**config.mk**
```make
export PLATFORM = sky130hd
export DESIGN_NAME = gold_bag_ctrl_flat
export DESIGN_NICKNAME = d
export VERILOG_FILES = /design/src/rtl/gold_bag_ctrl_if.sv /design/src/rtl/gold_bag_ctrl.sv /design/src/flat_wrapper.sv
export SDC_FILE = /design/constraint.sdc
export NUM_CORES = 1
export LEC_CHECK = 0
export ABC_AREA = 1
export CAP_MARGIN = 5
export CORE_MARGIN = 10
export CORE_UTILIZATION = 45
export DETAILED_ROUTE_END_ITERATION = 7
export PLACE_DENSITY = 0.69
export SLEW_MARGIN = 20
export SYNTH_ARGS = -nofsm -noshare
export SYNTH_HDL_FRONTEND = slang
export SYNTH_SLANG_ARGS = --single-unit
```
**constraint.sdc**
```tcl
create_clock -name clk -period 4.56 [get_ports clk]
set_input_delay 0.912 -clock clk [delete_from_list [all_inputs] [get_ports clk]]
set_output_delay 0.912 -clock clk [all_outputs]
set_load 0.01 [all_outputs]
```
**src/rtl/gold_bag_ctrl_if.sv**
```systemverilog
// Frame/terrain inputs and drawer-facing outputs of one gold bag.
// The master drives the frame and terrain inputs; the slave (the bag controller) drives position and status.
interface gold_bag_ctrl_if;
    logic               startOfFrame;
    logic               collision;
    logic               side;
    logic               can_fall;
    logic               been_eaten;
    logic signed [10:0] topLeftX;
    logic signed [10:0] topLeftY;
    logic [1:0]         bag_state;
    logic [1:0]         image;
    logic               moving;
    logic               lethal;

    modport master (
        output startOfFrame, collision, side, can_fall, been_eaten,
        input  topLeftX, topLeftY, bag_state, image, moving, lethal
    );

    modport slave (
        input  startOfFrame, collision, side, can_fall, been_eaten,
        output topLeftX, topLeftY, bag_state, image, moving, lethal
    );
endinterface

```
**src/rtl/gold_bag_ctrl.sv**
```systemverilog
// Gold-bag movement controller: push, wobble, fall, crash and eaten for one bag.
// Position is kept in fixed-point accumulators that only advance on startOfFrame.
module gold_bag_ctrl #(
    parameter int INITIAL_X         = 32,
    parameter int INITIAL_Y         = 160,
    parameter int CELL_LOG2         = 5,
    parameter int FRAC_BITS         = 6,
    parameter int X_SPEED           = 128,
    parameter int Y_SPEED           = 128,
    parameter int WOBBLE_FRAMES     = 25,
    parameter int WOBBLE_PHASE_LOG2 = 3,
    parameter int CRASH_ROWS        = 2,
    parameter int X_MIN             = 0,
    parameter int X_MAX             = 608
) (
    input  logic           clk,
    input  logic           resetN,
    gold_bag_ctrl_if.slave bag
);

    localparam int                 WCW      = $clog2(WOBBLE_FRAMES + 1);
    localparam logic [WCW-1:0]     WOB_MAX  = WCW'(WOBBLE_FRAMES);
    localparam logic signed [31:0] ACC_X0   = 32'(INITIAL_X) << FRAC_BITS;
    localparam logic signed [31:0] ACC_Y0   = 32'(INITIAL_Y) << FRAC_BITS;
    localparam logic signed [31:0] XSPD     = 32'(X_SPEED);
    localparam logic signed [31:0] YSPD     = 32'(Y_SPEED);
    localparam logic signed [10:0] X_MIN_C  = 11'(X_MIN);
    localparam logic signed [10:0] X_MAX_C  = 11'(X_MAX);
    localparam logic [3:0]         CRASH_C  = 4'(CRASH_ROWS);

    typedef enum logic [2:0] {
        IDLE,
        PUSH_START,
        PUSHING,
        WOBBLE,
        FALLING,
        CRASHED,
        EATEN
    } state_t;

    state_t             state_q, state_d;
    logic signed [31:0] acc_x_q, acc_x_d;
    logic signed [31:0] acc_y_q, acc_y_d;
    logic [WCW-1:0]     wob_q, wob_d;
    logic [3:0]         rows_q, rows_d;
    logic               latch_q, latch_d;
    logic               dir_q, dir_d;

    logic signed [31:0] x_speed, y_speed, acc_y_next;
    logic signed [10:0] pos_x, pos_y, next_y;
    logic               aligned_x, aligned_y, next_aligned_y;
    logic               push_ok, wob_active;
    logic [1:0]         wob_phase;
    logic [1:0]         bag_state, image;
    logic               moving, lethal;

    assign pos_x          = acc_x_q[FRAC_BITS+10:FRAC_BITS];
    assign pos_y          = acc_y_q[FRAC_BITS+10:FRAC_BITS];
    assign acc_y_next     = acc_y_q + y_speed;
    assign next_y         = acc_y_next[FRAC_BITS+10:FRAC_BITS];
    assign aligned_x      = (pos_x[CELL_LOG2-1:0] == '0);
    assign aligned_y      = (pos_y[CELL_LOG2-1:0] == '0);
    assign next_aligned_y = (next_y[CELL_LOG2-1:0] == '0);
    // side = 1 means the digger came from the right, so the bag moves left.
    assign push_ok        = bag.side ? (pos_x > X_MIN_C) : (pos_x < X_MAX_C);
    assign wob_active     = (wob_q < WOB_MAX);
    assign wob_phase      = 2'(wob_q >> WOBBLE_PHASE_LOG2);

    always_ff @(posedge clk or negedge resetN) begin
        if (!resetN) begin
            state_q <= IDLE;
            acc_x_q <= ACC_X0;
            acc_y_q <= ACC_Y0;
            wob_q   <= '0;
            rows_q  <= '0;
            latch_q <= 1'b0;
            dir_q   <= 1'b0;
        end else begin
            state_q <= state_d;
            acc_x_q <= acc_x_d;
            acc_y_q <= acc_y_d;
            wob_q   <= wob_d;
            rows_q  <= rows_d;
            latch_q <= latch_d;
            dir_q   <= dir_d;
        end
    end

    always_comb begin
        state_d = state_q;
        dir_d   = dir_q;
        case (state_q)
            IDLE: begin
                if (latch_q && push_ok) begin
                    state_d = PUSH_START;
                    dir_d   = bag.side;
                end else if (bag.can_fall) begin
                    state_d = WOBBLE;
                end
            end
            PUSH_START: if (!aligned_x) state_d = PUSHING;
            PUSHING: begin
                if (aligned_x) state_d = bag.can_fall ? WOBBLE : IDLE;
            end
            WOBBLE: begin
                if (wob_active) begin
                    if (latch_q && push_ok) begin
                        state_d = PUSH_START;
                        dir_d   = bag.side;
                    end
                end else if (!aligned_y) begin
                    state_d = FALLING;
                end
            end
            FALLING: begin
                if (aligned_y && !bag.can_fall) state_d = (rows_q >= CRASH_C) ? CRASHED : IDLE;
            end
            CRASHED: if (bag.been_eaten) state_d = EATEN;
            EATEN:   state_d = EATEN;
            default: state_d = IDLE;
        endcase
    end

    always_comb begin
        x_speed   = '0;
        y_speed   = '0;
        bag_state = 2'd0;
        image     = 2'd0;
        moving    = 1'b0;
        lethal    = 1'b0;
        case (state_q)
            PUSH_START: begin
                moving  = 1'b1;
                x_speed = dir_q ? -XSPD : XSPD;
            end
            PUSHING: begin
                moving = 1'b1;
                if (!aligned_x) x_speed = dir_q ? -XSPD : XSPD;
            end
            WOBBLE: begin
                if (wob_active) begin
                    case (wob_phase)
                        2'd1:    image = 2'd1;
                        2'd3:    image = 2'd2;
                        default: image = 2'd0;
                    endcase
                end else begin
                    y_speed = YSPD;
                end
            end
            FALLING: begin
                bag_state = 2'd1;
                lethal    = 1'b1;
                if (!(aligned_y && !bag.can_fall)) y_speed = YSPD;
            end
            CRASHED: begin
                bag_state = 2'd2;
                image     = 2'd3;
            end
            EATEN:   bag_state = 2'd3;
            default: ;
        endcase
    end

    // Counters outside WOBBLE clear on every frame so a fresh wobble always starts at zero.
    always_comb begin
        acc_x_d = acc_x_q;
        acc_y_d = acc_y_q;
        wob_d   = wob_q;
        rows_d  = rows_q;
        latch_d = bag.startOfFrame ? 1'b0 : (latch_q | bag.collision);
        if (bag.startOfFrame) begin
            acc_x_d = acc_x_q + x_speed;
            acc_y_d = acc_y_next;
            if (state_q == WOBBLE) begin
                if (wob_active) wob_d = wob_q + WCW'(1);
                rows_d = '0;
            end else begin
                wob_d = '0;
            end
            if (state_q == FALLING && y_speed != 0 && next_aligned_y && rows_q != 4'hF) begin
                rows_d = rows_q + 4'd1;
            end
        end
    end

    assign bag.topLeftX  = pos_x;
    assign bag.topLeftY  = pos_y;
    assign bag.bag_state = bag_state;
    assign bag.image     = image;
    assign bag.moving    = moving;
    assign bag.lethal    = lethal;

endmodule

```
**src/flat_wrapper.sv**
```systemverilog
// flat-port wrapper written by rule: the top's interface ports become plain ports
module gold_bag_ctrl_flat 
#(
    parameter int INITIAL_X         = 32,
    parameter int INITIAL_Y         = 160,
    parameter int CELL_LOG2         = 5,
    parameter int FRAC_BITS         = 6,
    parameter int X_SPEED           = 128,
    parameter int Y_SPEED           = 128,
    parameter int WOBBLE_FRAMES     = 25,
    parameter int WOBBLE_PHASE_LOG2 = 3,
    parameter int CRASH_ROWS        = 2,
    parameter int X_MIN             = 0,
    parameter int X_MAX             = 608
)
  (clk, resetN, bag_startOfFrame, bag_collision, bag_side, bag_can_fall, bag_been_eaten, bag_topLeftX, bag_topLeftY, bag_bag_state, bag_image, bag_moving, bag_lethal);
  gold_bag_ctrl_if bag_i ();
  input  logic clk;
  input  logic resetN;
  input wire logic [$bits(bag_i.startOfFrame)-1:0] bag_startOfFrame;
  input wire logic [$bits(bag_i.collision)-1:0] bag_collision;
  input wire logic [$bits(bag_i.side)-1:0] bag_side;
  input wire logic [$bits(bag_i.can_fall)-1:0] bag_can_fall;
  input wire logic [$bits(bag_i.been_eaten)-1:0] bag_been_eaten;
  output wire logic [$bits(bag_i.topLeftX)-1:0] bag_topLeftX;
  output wire logic [$bits(bag_i.topLeftY)-1:0] bag_topLeftY;
  output wire logic [$bits(bag_i.bag_state)-1:0] bag_bag_state;
  output wire logic [$bits(bag_i.image)-1:0] bag_image;
  output wire logic [$bits(bag_i.moving)-1:0] bag_moving;
  output wire logic [$bits(bag_i.lethal)-1:0] bag_lethal;
  assign bag_i.startOfFrame = bag_startOfFrame;
  assign bag_i.collision = bag_collision;
  assign bag_i.side = bag_side;
  assign bag_i.can_fall = bag_can_fall;
  assign bag_i.been_eaten = bag_been_eaten;
  assign bag_topLeftX = bag_i.topLeftX;
  assign bag_topLeftY = bag_i.topLeftY;
  assign bag_bag_state = bag_i.bag_state;
  assign bag_image = bag_i.image;
  assign bag_moving = bag_i.moving;
  assign bag_lethal = bag_i.lethal;
  gold_bag_ctrl #(.INITIAL_X(INITIAL_X), .INITIAL_Y(INITIAL_Y), .CELL_LOG2(CELL_LOG2), .FRAC_BITS(FRAC_BITS), .X_SPEED(X_SPEED), .Y_SPEED(Y_SPEED), .WOBBLE_FRAMES(WOBBLE_FRAMES), .WOBBLE_PHASE_LOG2(WOBBLE_PHASE_LOG2), .CRASH_ROWS(CRASH_ROWS), .X_MIN(X_MIN), .X_MAX(X_MAX)) u_core (.clk(clk), .resetN(resetN), .bag(bag_i));
endmodule
```
==> results of run 1 <==
[worst paths after layout]
path / slack (ns) / startpoint / end / cells after the start
setup / recovery: 1.25 / u_core.state_q[0] / bag_image[1] / 7
hold / removal: 0.48 / u_core.acc_y_q[16] / u_core.acc_y_q[16] / 1
setup reg to reg: 1.85 / u_core.state_q[0] / u_core.rows_q[2] / 14
hold reg to reg: 0.48 / u_core.acc_y_q[16] / u_core.acc_y_q[16] / 1
max in group asynchronous: 3.19 / resetN / u_core.acc_y_q[13] / 2
min in group asynchronous: 1.03 / resetN / u_core.acc_x_q[13] / 2
[worst reg2reg max path, delay by kind of cell (launching register included)]
| family | cells | cell delay [ns] |
|---|---|---|
| DFF | 1 | 0.46 |
| and+or+nand+nor | 9 | 1.33 |
| buffers and inverters | 1 | 0.08 |
| adders and majority gates | 2 | 0.44 |
| AOI/OAI and AO/OA | 2 | 0.30 |
[cells in the mapped netlist, types with 3 or more instances]
cell       n
a21oi_1    5
o21ai_0   25
nand4_1    5
dfstp_2    3
dfrtp_1   31
clkbuf_1   3
nand3_1   33
nor3_1     5
xor2_1     8
inv_1     41
xnor2_1    3
nor4_1     3
nand2_1   73
nor2_1    28
nand2_4    3
ha_1       7
[sequential cells by signal, indices dropped and copies added (netlist names)]
register        count
u_core.state_q      3
u_core.dir_q        1
u_core.wob_q        5
u_core.acc_y_q     10
u_core.acc_x_q     10
u_core.rows_q       4
u_core.latch_q      1
[stage by stage]
step	setup slack (ns)	hold WS [ns]	power, mW	cells	util
2_1_floorplan	1.91	0.464	1.10	307	-
3_3_place_gp	1.34	0.460	1.33	401	0.548
3_5_place_dp	1.22	0.463	1.35	401	0.548
4_1_cts	1.23	0.476	1.71	409	0.578
5_1_grt	1.06	0.528	1.85	409	0.578
6_report	1.25	0.476	1.70	409	0.578
[report_power, final]
part           switching [mW]  internal, mW
Combinational           0.503         0.346
Sequential              0.112         0.385
Clock                   0.119         0.233
[logic make-up after synthesis]
family / Yosys count
buffers and inverters: 50
AO/OA/AOI/OAI: 40
XOR/XNOR: 13
flip-flops: 34
AND/OR/NAND/NOR: 161
other: 1
adder cells (fa/ha/maj): 7
[layer usage]
metal / track usage / vias up
met5: 0 / -
met4: 0.0431 / 0
met3: 0.0387 / 6
met2: 0.209 / 42
met1: 0.161 / 920
li1: - / 1060
[final cells by class]
class / count / area [µm²]
Fill cell: 467 / 2030
Multi-Input combinational cell: 223 / 1210
Sequential cell: 34 / 855
Timing Repair Buffer: 34 / 335
Inverter: 43 / 161
Tap cell: 67 / 83.8
Clock buffer: 6 / 82.6
Clock inverter: 2 / 60.1
==> results by group, run 1 <==
Outcome
  • Status: finished, final reports clean

Floorplan
  • Core area: between 0.004 and 0.005 mm²
  • Die height: 91.0 µm
  • Initial Utilization: 0.471
  • Die Span X: approximately 91 µm
  • Row Count: 25
  • Die Area: around 0.0083 mm²
  • # IOs: 35

GRT
  • Largest net degree at the start of global routing: 35
  • Overflow after GRT: 0
  • Initial antenna violation count: 0
  • Vias in the first global route: 1,957
  • All-Layer GR Usage: 0.130
  • First-pass GRT wire length: 9100 µm

Setup path
  • Cells along the critical path: inv_2 > nor3_2 > inv_1 > nor2_1 > inv_1 > o21ai_0 > clkdlybuf4s50_1
  • Slowest CP cell: clkdlybuf4s50_1
  • Crit-path max cell delay: 0.56 ns
  • Data required time of the worst path: 3.65 ns
  • Critical path startpoint category: register
  • Worst Path Max Fanout: 6
  • Critical Path End Type: primary output
  • CP arrival: 2.40 ns
  • Cell repeated most along the worst path: inv_1
  • WP buf/inv: 4
  • Setup Crit Path Kind: reg -> out
  • CP top delay family: buffers and inverters

Synth
  • Async S/R FF share, synth: 1.00
  • Yosys reg bits: 34
  • Post-Synth XOR/XNOR Area: 0.0568
  • Avg Cell Area, Syn: 7.42 µm²
  • Mapped Cells: between 300 and 400
  • Ys flop type: dfrtp_1
  • Compound-Gate Fraction of Synth Area: 0.102
  • Warnings, synthesis: 0
  • Mux contribution to synthesized area: 0
  • Post-synth EDFFs: 0
  • Post-synth top area cell: dfrtp_1
  • Post-synthesis cell area: 0.00227 mm²
  • Top post-synthesis cells by area: dfrtp_1, nand2_1, nand3_1
  • Share of the synthesized area in the top cell type: 0.342
  • Seq/Total Area, Yosys: 0.377
  • Post-synthesis adder-cell area fraction: 0.0386
  • Unique masters post-synth: 38
  • Simple-gate share of the synthesized area: 0.331
  • Main combinational cell family by area after synthesis: simple AND/OR/NAND/NOR gates

Clocking
  • CTS sink count: 34
  • Cts hold-fix bufs: 0
  • Resized Gates After CTS: 0
  • Clock slew seen by the registers of the worst setup and hold paths: 0.07 ns
  • Worst skew pair latency: between 0.2 and 0.3 ns
  • Post CTS Setup Buffer Count: 0
  • CTS Buf Count: 5
  • Max H-tree Level: 2
  • Clock root cell: clkbuf_8
  • Longest Clk Path Bufs: 2
  • CTS tree: built

Finish
  • Share of cells above drive strength 1: 0.0789
  • Most frequent cells in the layout: nand2_1, inv_1, nand3_1, clkdlybuf4s50_1, dfrtp_1
  • Final instance area: 0.00278 mm²
  • Diode count: 0
  • Number of nets in the layout: 355
  • Leading cell type in the layout, fill and taps excluded: nand2_1
  • Area grow syn2layout: 22.7%

Timing
  • Fmax: between 300 and 400 MHz
  • Final Skew: between 0.004 and 0.005 ns
  • Final TNS setup: 0 ns
  • Max-slew violations: 0
  • Final Hold Viols: 0
  • Slew HR: 0.626
  • Setup Viol. Count Final: 0
  • RSZ-0062 raised after global routing: false
  • Worst-margin pin slew: about 0.56 ns
  • Period utilisation layout: 0.726
  • Clock period minus worst slack: 3.31 ns

Route
  • Drt pass-1 iters: 4
  • Routed WL per cell: 12.8 µm
  • Total Wirelength: 5230 µm
  • DR top layer: met4
  • Met2 Wirelength: 2400 µm
  • Final ANT Viol Nets: 0
  • M1 WL: 2470 µm
  • DRC violation count after routing: 0
  • Vias: 2,028
  • First-iteration detailed-routing DRC count: 117
  • Vias/cell: 4.96
  • Metal3 WL: approximately 290 µm

Power and ir drop
  • VDD IR max: 0.343 mV
  • Leakage: about 1.3 nW
  • Power density over the cells: slightly above 600 mW/mm²

Placed design
  • IO buf count: 32
  • Post-DP HPWL: 3970 µm
  • Placed Area: between 0.002 and 0.003 mm²
  • Placer congestion estimate: 0.852

Hold path
  • Min-delay worst type: reg -> reg

Job
  • Max-cap violation count: 0
(Power assumes the default switching activity.)
==> inputs of run 2 (changes only) <==
--- a/config.mk
+++ b/config.mk
@@ -10,7 +10,7 @@
 export CORE_MARGIN = 10
 export CORE_UTILIZATION = 45
 export DETAILED_ROUTE_END_ITERATION = 7
-export PLACE_DENSITY = 0.69
+export PLACE_DENSITY = 0.71
 export SLEW_MARGIN = 20
 export SYNTH_ARGS = -nofsm -noshare
 export SYNTH_HDL_FRONTEND = slang
==> constraint.sdc (replaced) <==
create_clock -name clk -period 2.7 [get_ports clk]
set_input_delay 0.54 -clock clk [delete_from_list [all_inputs] [get_ports clk]]
set_output_delay 0.54 -clock clk [all_outputs]
set_load 0.01 [all_outputs]
==> run 2 against run 1 <==
  * Global-route usage down 0.13 points
  * Critical endpoint is now u_core.rows_q[3]
  * Cell area up 4.5%
  * Via count up 4.1%
  * Critical path type is now in -> reg
  * Setup slack worse by 1.0 ns
==> results by group, run 2 (synthesis results as in run 1) <==
Route
  • Drt pass-1 iters: 4 (unchanged)
  • Total Wirelength: 5310 µm (+1.5%)
  • DR top layer: met4
  • Metal3 WL: 313 µm (+8.7%)
  • M1 WL: 2430 µm (-1.9%)
  • Routed WL per cell: 12.6 µm (-1.4%)
  • Final ANT Viol Nets: 0 (unchanged)
  • Vias/cell: 5.01 (+1.1%)
  • Vias: 2,111 (+4.1%)
  • First-iteration detailed-routing DRC count: 131 (+12%)
  • Met2 Wirelength: 2500 µm (+4.2%)
  • DRC violation count after routing: 0 (unchanged)

Floorplan
  • Row Count: 25 (unchanged)
  • # IOs: 35 (unchanged)
  • Die Area: 0.00828 mm² (unchanged)
  • Die Span X: 91.0 µm (unchanged)
  • Core area: 0.00482 mm² (unchanged)
  • Initial Utilization: 0.471 (unchanged)
  • Die height: 91.0 µm (unchanged)

Finish
  • Share of cells above drive strength 1: 0.136 (+0.0566)
  • Biggest regs: u_core.acc_x_q x10, u_core.acc_y_q x10, u_core.wob_q x5
  • Number of nets in the layout: 367 (+3.4%)
  • Diode count: 0 (unchanged)
  • Leading cell type in the layout, fill and taps excluded: nand2_1
  • Final instance area: 0.00291 mm² (+4.5%)
  • Final core occ: 0.604 (+0.0260)
  • Number of fill cells: 445 (-4.7%)
  • Area grow syn2layout: 28.2%
  • Most frequent cells in the layout: nand2_1, inv_1, nand3_1, clkdlybuf4s50_1

Setup path
  • Worst reg2reg path depth: 13 (-1)
  • Setup Crit Path Kind: in -> reg
  • Slowest CP cell: clkdlybuf4s50_1
  • Data required time of the worst path: 2.92 ns (-0.73 ns)
  • Cells along the critical path: clkdlybuf4s50_1 > o21ai_1 > nand2_1 > ha_2 > ha_4 > xor2_1 > nor4_1 > nand2_1 > a21oi_4 > buf_6 > nand2_1 > o21ai_0
  • WP buf/inv: 2 (-2)
  • CP Depth: 12 (+5)
  • Cell repeated most along the worst path: nand2_1
  • Critical Path End Type: register
  • CP top delay family: simple AND/OR/NAND/NOR gates
  • CP arrival: 2.71 ns (+0.31 ns)
  • Worst Path Max Fanout: 5 (-1)
  • Critical path startpoint category: input port
  • Crit-path max cell delay: 0.44 ns (-0.12 ns)

Placed design
  • Post-DP HPWL: 3980 µm (+0.32%)
  • Placed Area: 0.00269 mm² (+2.0%)
  • Placer congestion estimate: 0.871 (+2.2%)
  • IO buf count: 32 (unchanged)
  • Place WS: -0.221 ns (-1.44 ns)

Timing
  • RSZ-0062 raised after global routing: false
  • Final Hold Viols: 0 (unchanged)
  • Max-slew violations: 0 (unchanged)
  • Period utilisation layout: 0.924
  • Hold_ws: 0.481 ns (+0.00511 ns)
  • Setup Viol. Count Final: 0 (unchanged)
  • Clock period minus worst slack: 2.49 ns
  • Final Skew: 0.0102 ns (+0.00583 ns)
  • Fmax: 401 MHz
  • Slew HR: 0.652 (+0.0257)
  • Worst-margin pin slew: 0.518 ns (-0.0416 ns)
  • Setup WS post-layout: 0.206 ns (-1.05 ns)

Clocking
  • CTS tree: built
  • CTS sink count: 34 (unchanged)
  • Clock root cell: clkbuf_8
  • Max H-tree Level: 2 (unchanged)
  • Longest Clk Path Bufs: 2 (unchanged)
  • Clock slew seen by the registers of the worst setup and hold paths: 0.08 ns (about the same)
  • Worst skew pair latency: 0.29 ns (about the same)
  • CTS Buf Count: 5 (unchanged)

GRT
  • Vias in the first global route: 1,968 (+0.56%)
  • First-pass GRT wire length: 9040 µm (-0.68%)
  • Overflow after GRT: 0 (unchanged)
  • Largest net degree at the start of global routing: 35 (unchanged)
  • Initial antenna violation count: 0 (unchanged)
  • All-Layer GR Usage: 0.128 (-0.00131)

Power and ir drop
  • Total Power: 2.91 mW (+71%)
  • VDD IR max: 0.465 mV (+35%)
  • Power density over the cells: 999 mW/mm² (+64%)
  • Leakage: 1.41 nW (+5.1%)

Job
  • Max-cap violation count: 0 (unchanged)

Hold path
  • Min-delay worst type: reg -> reg
  • Hold Path Depth: 1 (unchanged)

Outcome
  • Status: finished, final reports clean
## run 2: changes by cell type in the layout (fill, tap and decap cells not counted), sizes merged
cell,previous run,this run
buf,2,14
clkbuf,6,5
clkinv,1,2
dlymetal6s2s,0,1
clkdlybuf4s50,32,31
## run 2: worst paths after layout
path                                     from                 end  slack (ns)
setup / recovery                 bag_can_fall    u_core.rows_q[3]        0.21
hold / removal             u_core.acc_y_q[16]  u_core.acc_y_q[16]        0.48
setup reg to reg            u_core.state_q[2]    u_core.rows_q[3]        0.22
hold reg to reg            u_core.acc_y_q[16]  u_core.acc_y_q[16]        0.48
max in group asynchronous              resetN  u_core.acc_y_q[13]        1.71
min in group asynchronous              resetN  u_core.acc_x_q[12]        0.64
## run 2: cell type report
cell class | count | area [µm²] | area share
Timing Repair Buffer | 46 | 432 | 0.148
Sequential cell | 34 | 858 | 0.295
Clock buffer | 5 | 68.8 | 0.0237
Multi-Input combinational cell | 223 | 1240 | 0.425
Inverter | 43 | 161 | 0.0555
Clock inverter | 3 | 68.8 | 0.0237
Tap cell | 67 | 83.8 | 0.0288
## run 2: per-layer routing
metal,track usage,vias up
li1,-,1089
met1,0.160,976
met2,0.206,41
met3,0.0387,5
met4,0.0431,0
met5,0,-
## run 2: report_power, final
part	leakage (nW)	switching (mW)	internal [mW]
registers	0.435	0.174	0.653
logic	0.911	0.866	0.636
clock network	0.0683	0.208	0.370
## run 2: stage by stage
step / TNS [ns] / std cells
final: 0 / 421
after CTS: 0 / 416
after floorplan: 0 / 307
after detailed placement: -0.782 / 408
after global routing: 0 / 421
after global placement: -0.371 / 408
## run 2: what timing repair did
| item | 4_1_cts | 5_1_grt |
|---|---|---|
| setup endpoints to repair | 0 | 6 |
| gates resized for setup | 0 | 14 |
| buffers inserted | 0 | 5 |
| hold buffers | 0 | 0 |
==> inputs of run 3 (changes only) <==
--- a/config.mk
+++ b/config.mk
@@ -6,7 +6,7 @@
 export NUM_CORES = 1
 export LEC_CHECK = 0
 export ABC_AREA = 1
-export CAP_MARGIN = 5
+export CAP_MARGIN = 20
 export CORE_MARGIN = 10
 export CORE_UTILIZATION = 45
 export DETAILED_ROUTE_END_ITERATION = 7
==> results of run 3 <==
The final DEF is identical to that of run 2; final timing and power are the same.
==> patch: new RTL, config.mk and constraints of run 2 <==
`FRAC_BITS` is set to 6 in 2 places; all go to 12.
--- a/src/rtl/gold_bag_ctrl.sv
+++ b/src/rtl/gold_bag_ctrl.sv
@@ -4,7 +4,7 @@
     parameter int INITIAL_X         = 32,
     parameter int INITIAL_Y         = 160,
     parameter int CELL_LOG2         = 5,
-    parameter int FRAC_BITS         = 6,
+    parameter int FRAC_BITS         = 12,
     parameter int X_SPEED           = 128,
     parameter int Y_SPEED           = 128,
     parameter int WOBBLE_FRAMES     = 25,
--- a/src/flat_wrapper.sv
+++ b/src/flat_wrapper.sv
@@ -4,7 +4,7 @@
     parameter int INITIAL_X         = 32,
     parameter int INITIAL_Y         = 160,
     parameter int CELL_LOG2         = 5,
-    parameter int FRAC_BITS         = 6,
+    parameter int FRAC_BITS         = 12,
     parameter int X_SPEED           = 128,
     parameter int Y_SPEED           = 128,
     parameter int WOBBLE_FRAMES     = 25,
Formal check against the unedited RTL: not equivalent (a bounded check fails within 4 cycles, from zero or initial values and one cycle with resetN low).
==> patch against run 2 <==
  * Worst setup slack better by 34 ps
  * Largest cell class unchanged
  * Maximum frequency is 1.4% higher
  * Critical endpoint is now u_core.acc_x_q[15]
  * Sequential cell count is 12 higher
  * Largest power group unchanged
  * Wire length is 57% higher
  * Non-clock buffer count is 10 higher
  * Final area is 43% higher
  * Sequential power is 26% higher
  * Synthesized area is 60% higher
  * First-iteration DRC count is 68% higher
  * Power is 38% higher
==> patch: results <==
set metrics [dict create \
    nets 566 \
    wl_um 8370 \
    worst-r2r-cell-count 14 \
    pre_cts_ws_ps -17.0 \
    r2r_slack_ps 240 \
    r2r-end "u_core.acc_x_q[15]" \
    synth_adder_area_share_pct 7.44 \
    whs_ps 317 \
    drive_above_1_share_pct 16.3 \
    io_buffers 34 \
    grt_pass1_vias 3153 \
    synth-compound-area-share_pct 8.54 \
    max_slew_margin_pct 59.1 \
    fin_skew_ps 13.2 \
    status "completed" \
    leakagePower_uw 0.00219 \
    switching_share_pct 47.0 \
    post-route-min-period_ps 2460 \
    ir_drop_mv 0.623 \
    synth_cell_types 47 \
    startpoint "u_core.acc_x_q[15]" \
    synth_xor_area_share_pct 2.89 \
    hpwl_um 6420 \
    drt_iter0_markers 220 \
    grt_pass1_wl_um 14800 \
    clock_latency_ps 310 \
    synth_area_leaders "dfrtp_1 (30%), nand2_1 (15%), ha_1 (6.9%)" \
    critical_path_peak_fanout 12 \
    reg.largest.list "u_core.acc_x_q x16, u_core.acc_y_q x16, u_core.wob_q x5" \
    hp-class "in2async" \
    grt_use_total_pct 15.0 \
    routed_via_density 5.01 \
    regToRegStartpoint "u_core.acc_x_q[15]" \
]
==> patch: worst max path at each step <==
stage                          to  cells after the start
2_1_floorplan  u_core.acc_x_q[21]                     17
3_3_place_gp     u_core.rows_q[3]                     16
3_5_place_dp     u_core.rows_q[0]                     16
4_1_cts              bag_image[1]                      7
5_1_grt        u_core.acc_x_q[21]                     16
6_report       u_core.acc_x_q[15]                     14
==> patch: cells by family (layout without fill, tap and decap cells) <==
| group | after synthesis | in the layout |
|---|---|---|
| compound gates | 53 | 53 |
| xor+xnor | 12 | 12 |
| fa+ha+maj | 21 | 21 |
| buf+inv | 93 | 126 |
| flops | 46 | 46 |
| simple gates | 281 | 281 |
==> patch: worst max-delay path: stages (launching register included) <==
cell and delay [ps]:
dfrtp_1 400, nor2_2 140, nand4_1 180, nand2_2 130, nand2_2 60, nand2_2 80, inv_4 90, ha_1 330
a21oi_1 250, o21ai_0 160, inv_1 70, nand2_1 60, or2_2 270, nand3_1 80, nand2_1 50
==> patch: through the flow <==
| step | utilization [%] | instance area (µm²) | std cells |
|---|---|---|---|
| 2_1_floorplan | - | 3630 | 506 |
| 3_3_place_gp | 51.3 | 4010 | 629 |
| 3_5_place_dp | 51.3 | 4010 | 629 |
| 4_1_cts | 52.4 | 4090 | 637 |
| 5_1_grt | 53.3 | 4170 | 641 |
| 6_report | 53.3 | 4170 | 641 |
==> patch: layout make-up <==
cell class                      instances  area (µm²)
Clock inverter                          2        13.8
Tap cell                              102         128
Clock buffer                            6        72.6
Timing Repair Buffer                   56         505
Fill cell                             766        3640
Multi-Input combinational cell        367        2060
Sequential cell                        46        1150
Inverter                               62         235
==> patch: routing by layer <==
layer	wire, µm	GRT usage (%)
met4	82	3.44
met2	3990	25.4
met3	445	3.16
met1	3850	18.9
met5	0	0
==> patch: timing repair <==
| item | in CTS | in global routing |
|---|---|---|
| hold buffers | 0 | 0 |
| endpoints found under the setup margin | 0 | 12 |
| setup buffers | 0 | 4 |
| resized for setup | 0 | 15 |
==> patch: power groups by stage <==
stage	logic, µW	registers, µW	clock network (µW)
CTS	2420	1050	451
finish	2520	1040	431
detailed placement	2400	1060	0
global placement	2350	1050	0
global route	2910	1070	479
floorplan	1810	1010	0
